--- src/rtl/fwd_unit_param.sv ---
// Operand forwarding and load-use interlock between the ID register-file read and ID/EX.
// REG_FWD=1 registers bypassed data into hold registers for one stall cycle; REG_FWD=0 bypasses directly.
module fwd_unit_param #(
    parameter int XLEN    = 32,
    parameter int AW      = 5,
    parameter int NSRC    = 2,
    parameter int NSTG    = 3,
    parameter int REG_FWD = 1,
    parameter int CNTW    = 16
) (
    input  logic                 clk,
    input  logic                 rst_n,
    input  logic [NSTG-1:0]      stg_we,
    input  logic [NSTG*AW-1:0]   stg_rw,
    input  logic [NSTG*XLEN-1:0] stg_data,
    input  logic [NSTG-1:0]      stg_ld,
    input  logic                 stall_ext,
    input  logic                 id_valid,
    input  logic [NSRC*AW-1:0]   id_rs,
    input  logic [NSRC*XLEN-1:0] id_rf_data,
    input  logic                 cnt_clr,
    output logic [NSRC*XLEN-1:0] op_data,
    output logic [NSRC-1:0]      op_fwd,
    output logic                 stall_id,
    output logic [CNTW-1:0]      cnt_fwd,
    output logic [CNTW-1:0]      cnt_ld
);
    typedef enum logic {IDLE = 1'b0, HOLD = 1'b1} state_t;

    state_t                state_p1;
    logic [NSRC*XLEN-1:0]  hold_p1;
    logic [NSRC-1:0]       hflag_p1;

    logic [NSRC-1:0]       hit_p0;
    logic [NSRC-1:0]       hit_ld_p0;
    logic [NSRC*XLEN-1:0]  sel_data_p0;
    logic                  ld_haz;
    logic                  any_hit;
    logic                  capture;

    function automatic logic [CNTW-1:0] sat_inc(input logic [CNTW-1:0] v);
        return (&v) ? v : v + 1'b1;
    endfunction

    // Stage p0: scan oldest to youngest so the youngest matching producer is the last one written.
    always_comb begin
        hit_p0      = '0;
        hit_ld_p0   = '0;
        sel_data_p0 = '0;
        for (int j = 0; j < NSRC; j++) begin
            for (int s = NSTG - 1; s >= 0; s--) begin
                if (id_valid && stg_we[s] && (stg_rw[s*AW +: AW] != '0) &&
                    (stg_rw[s*AW +: AW] == id_rs[j*AW +: AW])) begin
                    hit_p0[j]                     = 1'b1;
                    hit_ld_p0[j]                  = stg_ld[s];
                    sel_data_p0[j*XLEN +: XLEN]   = stg_data[s*XLEN +: XLEN];
                end
            end
        end
    end

    assign ld_haz  = |hit_ld_p0;
    assign any_hit = |hit_p0;
    assign capture = (REG_FWD != 0) && (state_p1 == IDLE) && !ld_haz && any_hit && !stall_ext;

    always_comb begin
        op_data  = id_rf_data;
        op_fwd   = '0;
        stall_id = 1'b0;
        if (REG_FWD == 0) begin
            for (int j = 0; j < NSRC; j++) begin
                if (hit_p0[j])
                    op_data[j*XLEN +: XLEN] = sel_data_p0[j*XLEN +: XLEN];
            end
            op_fwd   = hit_p0 & {NSRC{~ld_haz}};
            stall_id = ld_haz;
        end else if (state_p1 == HOLD) begin
            for (int j = 0; j < NSRC; j++) begin
                if (hflag_p1[j])
                    op_data[j*XLEN +: XLEN] = hold_p1[j*XLEN +: XLEN];
            end
            op_fwd = hflag_p1;
        end else begin
            stall_id = ld_haz | any_hit;
        end
        if (!rst_n) begin
            stall_id = 1'b0;
            op_fwd   = '0;
        end
    end

    // Stage p1: hold registers; matches are not re-evaluated while HOLD presents them.
    always_ff @(posedge clk) begin
        if (!rst_n) begin
            state_p1 <= IDLE;
            hold_p1  <= '0;
            hflag_p1 <= '0;
        end else begin
            case (state_p1)
                IDLE: if (capture) begin
                    hold_p1  <= sel_data_p0;
                    hflag_p1 <= hit_p0;
                    state_p1 <= HOLD;
                end
                HOLD: if (!stall_ext) begin
                    hflag_p1 <= '0;
                    state_p1 <= IDLE;
                end
                default: state_p1 <= IDLE;
            endcase
        end
    end

    // A clear in the same cycle as an increment wins.
    always_ff @(posedge clk) begin
        if (!rst_n || cnt_clr) begin
            cnt_fwd <= '0;
            cnt_ld  <= '0;
        end else if (stall_id && !stall_ext) begin
            if (ld_haz)
                cnt_ld <= sat_inc(cnt_ld);
            else
                cnt_fwd <= sat_inc(cnt_fwd);
        end
    end

endmodule

--- config.mk ---
export PLATFORM = sky130hd
export DESIGN_NAME = fwd_unit_param
export DESIGN_NICKNAME = d
export VERILOG_FILES = /design/src/rtl/fwd_unit_param.sv
export SDC_FILE = /design/constraint.sdc
export NUM_CORES = 1
export LEC_CHECK = 0
export CAP_MARGIN = 20
export CORE_MARGIN = 4
export CORE_UTILIZATION = 35
export CTS_BUF_LIST = sky130_fd_sc_hd__clkbuf_4
export DETAILED_ROUTE_END_ITERATION = 8
export GPL_TIMING_DRIVEN = 0
export PLACE_DENSITY = 0.69
export SYNTH_ARGS = -nofsm -noshare
export SYNTH_HDL_FRONTEND = slang
export SYNTH_SLANG_ARGS = --single-unit
--- constraint.sdc ---
create_clock -name clk -period 3.36 [get_ports clk]
set_input_delay 0.672 -clock clk [delete_from_list [all_inputs] [get_ports clk]]
set_output_delay 0.672 -clock clk [all_outputs]
set_load 0.05 [all_outputs]
==> flow_summary_export.csv, run 1 <==
group,metric,value,unit
route,drc,0,
route,first_pass_iters,6,
floorplanning,start_util,0.3590,
synth,netlist_instances,892,
synth,yosys_warnings,0,
sta,setup_viol,0,
placement,hpwl,23.15,mm
worst_setup_path,cp.arrival,2620,ps
floorplanning,num_rows,50,
sta,fin_worst_skew,19.02,ps
synth,synth_edf_count,0,
synth,synth.ff_latch_count,99,
worst_setup_path,startpoint_type,"primary input",
clocking,cts_tree,"yes",
route,vias_per_cell,5.350,
layout,stdcell_area,10540,µm²
sta,min_period,3295,ps
global_routing,grt_use_total,0.2566,
clocking,clk_pin_slew,170,ps
clocking,root_buffer,"clkbuf_4",
route,drt_iter0_drc,528,
synth,ys_seq_area_frac,0.2932,
run_status,outcome,"completed",
synth,ys_top_cells_by_area,"dfxtp_1 (29%), nand2_1 (11%), mux2_2 (11%)",
route,wire_per_inst,19.91,µm
sta,fmax,303.5,MHz
layout,drive_above_1_share,0.1204,
min_path,hp-class,"reg2reg",
layout,layout.nets,1406,
global_routing,grt_antenna_before_repair,6,
synth,synth_top_area_share,0.2932,
worst_setup_path,reg2reg_slack,970,ps
route,antenna_left,0,
global_routing,first_global_vias,7634,
placement,placed_cell_area,10010,µm²
sta,hold_viol_final,0,
global_routing,grt_first_pass_wirelength,43.42,mm
power,peakVddDrop,0.2552,mV
synth,syn_nets,1090,
clocking,hold_buffers,0,
floorplanning,io_pins,295,
clocking,cts.sinks,99,
route,drt-total-wl,29.37,mm
layout,syn2layout_area_growth,55.88,%
placement,port_buffers,292,
synth,synthFlopType,"dfxtp_1",
clocking,cts_max_level,3,
sta,rsz0062_at_grt,"no",
sta,tightest_slew,726.4,ps
sta,slew_headroom,0.5113,
power,p_leak,4.197,nW
floorplanning,fp.coreArea,18830,µm²
power,power.density,242.9,nW/µm²
global_routing,gr-total-overflow,0,
synth,async_reset_ff_frac,0,
sta,final-max-slew-violation-count,0,
worst_setup_path,cp_max_fo,4,
synth,avgSynthCellArea,7.579,µm²
worst_setup_path,end_kind,"output pin",
synth,yosys.area.top_type,"dfxtp_1",
clocking,clk_latency,520,ps
sta,finalCritPeriodShare,0.9806,
synth,syn_area,6760,µm²
placement,gp_congestion,0.8996,
floorplanning,die_area,21600,µm²
clocking,numCtsBuffers,9,
layout,fillers,1788,
global_routing,grt_max_degree,20,
floorplanning,fp.dieH,147.0,µm
power,power.total,2.560,mW
job,drv_cap,0,
floorplanning,die_w,147.0,µm
worst_setup_path,required,2690,ps
route,via_count,7891,
worst_setup_path,critPathKind,"in2out",
clocking,clk_path_buf_depth,2,
synth,synth_cell_types,54,
==> through the flow <==
stage / utilization / worst slack (ps) / instances / hold WS [ps] / TNS (ps)
floorplan: - / 71.46 / 892 / 428.2 / 0
global placement: 0.5315 / -868.6 / 1444 / 439.1 / -59390
detailed placement: 0.5315 / -895.6 / 1444 / 446.0 / -58620
CTS: 0.5418 / -104.6 / 1462 / 466.3 / -327.4
global route: 0.5596 / 0.7696 / 1475 / 477.8 / 0
finish: 0.5596 / 65.10 / 1475 / 464.2 / 0
==> metal layers <==
layer | vias to the layer above | part of all wire | track usage
li1 | 3795 | - | -
met3 | 68 | 0.084 | 0.07372
met5 | - | 0.0019 | 0
met1 | 3685 | 0.40 | 0.3116
met4 | 8 | 0.033 | 0.08574
met2 | 335 | 0.48 | 0.4370
==> flip-flops by register name (all words and copies together), names as in the netlist <==
| signal | count |
|---|---|
| hflag_p1 | 2 |
| cnt_fwd | 16 |
| cnt_ld | 16 |
| hold_p1 | 64 |
| state_p1 | 1 |
==> placed cells by master, fill, tap and decap left out, types with 7 or more instances in the layout <==
cell / count
a21boi_1: 67
a21oi_1: 59
a221oi_1: 9
a22oi_1: 18
and3_1: 26
buf_2: 12
buf_4: 18
clkbuf_1: 36
clkbuf_4: 10
clkdlybuf4s50_1: 218
dfxtp_1: 99
dlygate4sd2_1: 12
dlymetal6s2s_1: 61
inv_1: 16
mux2_2: 64
nand2_1: 196
nand2b_1: 7
nand3_1: 30
nand4_1: 14
nor2_1: 18
nor3_1: 13
o21ai_0: 43
o21ai_1: 16
or3_1: 13
xnor2_1: 26
xor2_1: 15
==> kinds of logic (layout without fill, tap and decap cells) <==
family | Yosys count | in the layout | share of synthesized area
AO/OA/AOI/OAI | 245 | 245 | 0.2386
buffers and inverters | 84 | 405 | 0.04960
flip-flops | 99 | 99 | 0.2932
adder cells (fa/ha/maj) | 2 | 2 | 0.003701
other | 0 | 2 | 0
multiplexers | 68 | 68 | 0.1125
AND/OR/NAND/NOR | 353 | 353 | 0.2493
XOR/XNOR | 41 | 41 | 0.05312
==> synth_stat cells, drive strengths merged (3+ instances only) <==
| cell | count |
|---|---|
| a21oi | 60 |
| inv | 16 |
| or4 | 7 |
| a21boi | 67 |
| mux2 | 64 |
| buf | 25 |
| a211oi | 5 |
| xnor2 | 26 |
| a22oi | 18 |
| and3 | 26 |
| and4 | 4 |
| o21ai | 60 |
| a31oi | 3 |
| mux2i | 4 |
| clkbuf | 43 |
| nor3 | 17 |
| nand2 | 199 |
| a21o | 5 |
| a221oi | 9 |
| dfxtp | 99 |
| nand3 | 30 |
| nor2 | 19 |
| o211ai | 6 |
| nand2b | 7 |
| xor2 | 15 |
| nor4 | 6 |
| or3 | 13 |
| nand4 | 14 |
| and2 | 5 |
| and3b | 3 |
==> where the power goes <==
group          switching [mW]  internal (mW)  total, mW
Combinational           0.361          0.357      0.718
Clock                   0.491          0.174      0.665
Sequential            0.00121           1.18       1.18
==> area by class of cell <==
class | instances | area [µm²] | share of cell area
diodes | 2 | 5.005 | 0.0004749
plain buffers | 67 | 315.3 | 0.02992
clock buffers | 9 | 67.56 | 0.006412
clock inverters | 7 | 68.82 | 0.006531
inverters | 16 | 60.06 | 0.005699
multi-input cells | 709 | 4547 | 0.4315
flip-flops and latches | 99 | 1982 | 0.1881
well taps | 260 | 325.3 | 0.03087
repair buffers | 306 | 3167 | 0.3005
==> repair_timing <==
| action | 4_1_cts | 5_1_grt |
|---|---|---|
| gates cloned | 0 | 0 |
| pin swaps | 3 | 13 |
| resized for setup | 36 | 94 |
| endpoints found under the setup margin | 128 | 116 |
| buffers inserted | 2 | 12 |
==> final timing paths <==
check / depth (start not counted) / from / endpoint
max: 7 / stg_rw[1] / stall_id
min: 2 / hold_p1[38]$_SDFFE_PN0P_ / hold_p1[38]$_SDFFE_PN0P_
max reg2reg: 8 / cnt_ld[2]$_SDFFE_PP0P_ / cnt_ld[12]$_SDFFE_PP0P_
min reg2reg: 2 / hold_p1[38]$_SDFFE_PN0P_ / hold_p1[38]$_SDFFE_PN0P_
==> worst max-delay path: stages <==
cell and delay (ps):
clkdlybuf4s50_1 470, or4_4 540, o211ai_4 240, nor2_4 80
nor3_4 320, a21oi_2 110, buf_6 170
Note: power is estimated with default switching activity, not from simulation.
==> run 2: changes to the inputs <==
- CORE_MARGIN: 4 -> default
- CORE_UTILIZATION: 35 -> 50
- DONT_BUFFER_PORTS: default -> 1
- PLACE_DENSITY: 0.69 -> default
==> run 2 against run 1 <==
  * Die area decreased by 35%
  * Sequential cell count unchanged
  * Largest power group unchanged
  * Wire length shrank 17%
  * Largest cell class unchanged
  * Critical path depth shrank 2
  * Clock-buffer cell count did not move
  * Non-clock buffer count shrank 305
  * Via count is 13% lower
==> flow_summary_export.csv, run 2 (same netlist as run 1, synthesis figures left out) <==
group,metric,value,unit
clocking,numCtsBuffers,9,
job,drv_cap,0,
route,wire_per_inst,22.47,µm
global_routing,met1_usage,0.3918,
sta,fin_worst_skew,15.84,ps
worst_setup_path,critPathMaxStageDelay,860,ps
worst_setup_path,cp.arrival,2600,ps
global_routing,first_global_vias,6449,
clocking,clk_pin_slew,160,ps
layout,largest_register_ffs,64,
sta,hold_viol_final,0,
global_routing,busiest_layer,"met2",
power,peakVddDrop,0.1763,mV
sta,whs,310.9,ps
clocking,cts_setup_buffers,0,
route,via_count,6848,
min_path,hp-class,"in2reg",
layout,antennaDiodeCount,0,
worst_setup_path,cp_top_family,"simple AND/OR/NAND/NOR gates",
clocking,cts_max_level,3,
floorplanning,fp.coreArea,13190,µm²
global_routing,grt_use_total,0.3415,
worst_setup_path,startpoint_type,"primary input",
sta,rsz0062_at_grt,"no",
route,vias_per_cell,6.317,
route,first_pass_iters,5,
worst_setup_path,end_kind,"output pin",
route,antenna_left,0,
sta,setup_viol,0,
sta,slew_headroom,0.3028,
worst_setup_path,critPathBufInv,0,
floorplanning,die_w,118.3,µm
clocking,hold_buffers,0,
floorplanning,die_area,13990,µm²
layout,layout.nets,1101,
layout,top_regs,"hold_p1 x64, cnt_fwd x16, cnt_ld x16",
sta,final-max-slew-violation-count,0,
worst_setup_path,cp_cell_sequence,"xnor2_1, o211ai_1, nor3_1, nor3_2, a21oi_2",
floorplanning,start_util,0.5125,
route,drt-total-wl,24.36,mm
clocking,cts_tree,"yes",
global_routing,grt_first_pass_wirelength,36.65,mm
sta,finalCritPeriodShare,0.9745,
clocking,root_buffer,"clkbuf_4",
route,drt_iter0_drc,668,
layout,regMostFlops,"hold_p1",
placement,hpwl,19.42,mm
layout,stdcell_area,7157,µm²
floorplanning,num_rows,42,
placement,port_buffers,0,
layout,drive_above_1_share,0.1200,
sta,fmax,305.4,MHz
sta,tightest_slew,1038,ps
worst_setup_path,critPathKind,"in2out",
placement,placed_cells,1068,
worst_setup_path,worst_path_max_delay_cell,"nor3_1",
route,drc,0,
worst_setup_path,required,2690,ps
power,power.density,324.2,nW/µm²
sta,min_period,3274,ps
layout,fillers,1312,
layout,stdcell_count,1084,
layout,syn2layout_area_growth,5.867,%
clocking,cts.sinks,99,
global_routing,met2_usage,0.5798,
placement,gp_congestion,0.9442,
run_status,outcome,"completed",
floorplanning,fp.dieH,118.3,µm
layout,final_cell_mix,"nand2_1 (198), dfxtp_1 (99), a21boi_1 (67)",
worst_setup_path,cp_max_fo,8,
global_routing,grt_antenna_before_repair,0,
clocking,clk_path_buf_depth,2,
floorplanning,io_pins,295,
global_routing,grt_use_met3,0.08929,
power,p_leak,2.387,nW
layout,layout_commonest_cell,"nand2_1",
placement,placed_cell_area,6980,µm²
global_routing,grt_max_degree,19,
clocking,clk_latency,500,ps
sta,fin_setup_tns,0,ps
global_routing,gr-total-overflow,0,
[run 2: report_power, final]
| part | switching, mW | internal [mW] | total [mW] | leakage (nW) |
|---|---|---|---|---|
| logic | 0.267 | 0.100 | 0.367 | 1.50 |
| registers | 0.00128 | 1.18 | 1.18 | 0.797 |
| clock network | 0.461 | 0.315 | 0.776 | 0.0895 |
| total | 0.729 | 1.59 | 2.32 | 2.39 |
[run 2: cell type report]
type                    instances  area (µm²)  share of cell area
flip-flops and latches         99        1982              0.2769
well taps                     176       220.2             0.03077
inverters                      16       60.06            0.008392
multi-input cells             709        4447              0.6213
clock inverters                 7       105.1             0.01469
clock buffers                   9       67.56            0.009441
plain buffers                  68       275.3             0.03846
[run 2: metrics by stage]
step / total power [mW] / util / setup slack, ps
2_1_floorplan: 1.520 / - / 71.46
4_1_cts: 2.327 / 0.5426 / 132.1
3_5_place_dp: 1.566 / 0.5292 / -300.4
5_1_grt: 2.388 / 0.5426 / 7.822
6_report: 2.320 / 0.5426 / 85.71
3_3_place_gp: 1.563 / 0.5292 / -245.4
[run 2: layer usage]
layer  vias to the layer above  routed length (µm)
li1                       3177                   -
met1                      3223                9219
met2                       379               11690
met3                        69                2351
met4                         0                1104
met5                         -                   0
[run 2: repair_timing]
| action | CTS | global route |
|---|---|---|
| setup endpoints to repair | 1 | 0 |
| gates resized for setup | 1 | 0 |
| endpoints found under the hold margin | 0 | 0 |
[run 2: final timing paths]
| path | slack, ps | endpoint | start | cells after the start |
|---|---|---|---|---|
| setup reg to reg | 400 | cnt_fwd[11]$_SDFFE_PP0P_ | cnt_fwd[4]$_SDFFE_PP0P_ | 9 |
| hold / removal | 310 | state_p1$_SDFF_PN0_ | stall_ext | 2 |
| setup / recovery | 90 | stall_id | stg_rw[12] | 5 |
| hold reg to reg | 460 | hold_p1[5]$_SDFFE_PN0P_ | hold_p1[5]$_SDFFE_PN0P_ | 2 |
==> run 3: changes to the inputs <==
- GPL_ROUTABILITY_DRIVEN: default -> 0
==> run 3 against run 2 <==
  * Wire length decreased by 0.99%
  * Critical path depth unchanged
  * First-iteration DRC count down 12%
  * Maximum frequency grew 2.6%
  * Highest routed layer unchanged
  * Non-clock buffer count unchanged
  * Combinational power about the same
  * Critical path type unchanged
  * Sequential cell count stayed put
  * Final area about the same
==> flow_summary_export.csv, run 3 (same netlist as run 1, synthesis figures left out) <==
group,metric,value,unit
route,drt-total-wl,24.12,mm
global_routing,gr-total-overflow,0,
route,antenna_left,0,
worst_setup_path,end_kind,"output pin",
clocking,numCtsBuffers,9,
min_path,hp-class,"in2reg",
job,drv_cap,0,
sta,setup_viol,0,
sta,fin_worst_skew,16.03,ps
sta,finalCritPeriodShare,0.9500,
worst_setup_path,cp.arrival,2520,ps
route,first_pass_iters,5,
floorplanning,fp.coreArea,13190,µm²
power,p_seq_frac,0.511,
global_routing,grt_antenna_before_repair,1,
sta,fmax,313.3,MHz
clocking,hold_buffers,0,
layout,layout_commonest_cell,"nand2_1",
global_routing,grt_first_pass_wirelength,36.27,mm
power,pwr-share-clk,0.329,
layout,top_regs,"hold_p1 x64, cnt_fwd x16, cnt_ld x16",
clocking,clk_path_buf_depth,2,
floorplanning,fp.dieH,118.3,µm
placement,placed_cells,1068,
sta,tightest_slew,919.9,ps
placement,hpwl,19.11,mm
route,wire_per_inst,22.23,µm
floorplanning,num_rows,42,
floorplanning,io_pins,295,
layout,utilization,0.5427,
worst_setup_path,cp_max_fo,8,
worst_setup_path,reg2reg_slack,410,ps
run_status,outcome,"completed",
route,drc,0,
layout,layout.nets,1101,
layout,final_cell_mix,"nand2_1 (198), dfxtp_1 (99), a21boi_1 (67)",
power,peakVddDrop,0.1476,mV
sta,layout_setup_ws,168.1,ps
placement,pre_cts_ws,-242.6,ps
global_routing,first_global_vias,6368,
clocking,clk_latency,490,ps
placement,port_buffers,0,
global_routing,grt_max_degree,18,
worst_setup_path,required,2690,ps
route,drt_iter0_drc,588,
sta,fin_setup_tns,0,ps
sta,min_period,3192,ps
power,power_frac_comb,0.160,
power,switching_power,706.9,µW
sta,rsz0062_at_grt,"no",
sta,final-max-slew-violation-count,0,
clocking,cts.sinks,99,
layout,fillers,1320,
power,netSwitchingFraction,0.3071,
layout,seq_area,1982,µm²
floorplanning,start_util,0.5125,
clocking,clk_pin_slew,160,ps
worst_setup_path,critPathKind,"in2out",
route,vias_per_cell,6.353,
layout,largest_register_ffs,64,
sta,slew_headroom,0.3820,
layout,stdcell_area,7158,µm²
route,via_count,6893,
power,intPower,1.595,mW
power,power.density,321.6,nW/µm²
sta,hold_viol_final,0,
layout,regMostFlops,"hold_p1",
power,p_leak,2.387,nW
floorplanning,die_area,13990,µm²
clocking,cts_tree,"yes",
clocking,root_buffer,"clkbuf_4",
global_routing,grt_use_total,0.3388,
layout,drive_above_1_share,0.1200,
layout,multi_input_area,4447,µm²
floorplanning,die_w,118.3,µm
placement,placed_cell_area,6980,µm²
layout,syn2layout_area_growth,5.886,%
clocking,cts_max_level,3,
layout,stdcell_count,1085,
worst_setup_path,startpoint_type,"primary input",
run 3: cell count changes in the layout (fill, tap and decap cells not counted):
cell	before	now
inv_6	3	1
clkbuf_4	9	10
clkinv_4	0	1
diode_2	0	1
run 3: final timing paths:
path                                          startpoint                        to  cells past startpoint
worst min register to register  hold_p1[17]$_SDFFE_PN0P_  hold_p1[17]$_SDFFE_PN0P_                      2
worst max-delay path                          stg_rw[12]                  stall_id                      5
worst max register to register   cnt_fwd[4]$_SDFFE_PP0P_  cnt_fwd[11]$_SDFFE_PP0P_                      9
worst min-delay path                           stall_ext       state_p1$_SDFF_PN0_                      2
run 3: per-layer routing:
layer	vias to the layer above	track usage	part of all wire
met1	3252	0.3916	0.38
li1	3174	-	-
met3	74	0.08253	0.095
met2	393	0.5801	0.48
met5	-	0	0
met4	0	0.1715	0.050
run 3: power by group through the flow:
stage / Sequential, mW / Clock (mW) / Combinational [mW]
floorplan: 1.20 / 0 / 0.319
global placement: 1.20 / 0 / 0.362
detailed placement: 1.20 / 0 / 0.364
CTS: 1.18 / 0.774 / 0.366
global route: 1.18 / 0.823 / 0.383
finish: 1.18 / 0.758 / 0.367
run 3: worst max-delay path: stages:
cell	delay [ps]
xnor2_1	140
o211ai_1	130
nor3_1	770
nor3_2	200
a21oi_2	600
run 3: area by class of cell:
class | instances | area share
Tap cell | 176 | 0.03076
Clock buffer | 10 | 0.01049
Multi-Input combinational cell | 709 | 0.6212
Antenna cell | 1 | 0.0003496
Inverter | 16 | 0.008390
Sequential cell | 99 | 0.2769
Buffer | 68 | 0.03845
Clock inverter | 6 | 0.01346
run 3: repair_timing:
item                                    in CTS  in global routing
endpoints found under the setup margin       1                  0
buffers inserted                             0                  0
resized for setup                            1                  0
run 3: metrics by stage:
stage	total power, mW	hold slack, ps
6_report	2.302	308.9
5_1_grt	2.383	293.9
4_1_cts	2.317	282.7
3_5_place_dp	1.566	443.9
3_3_place_gp	1.564	438.0
2_1_floorplan	1.520	428.2
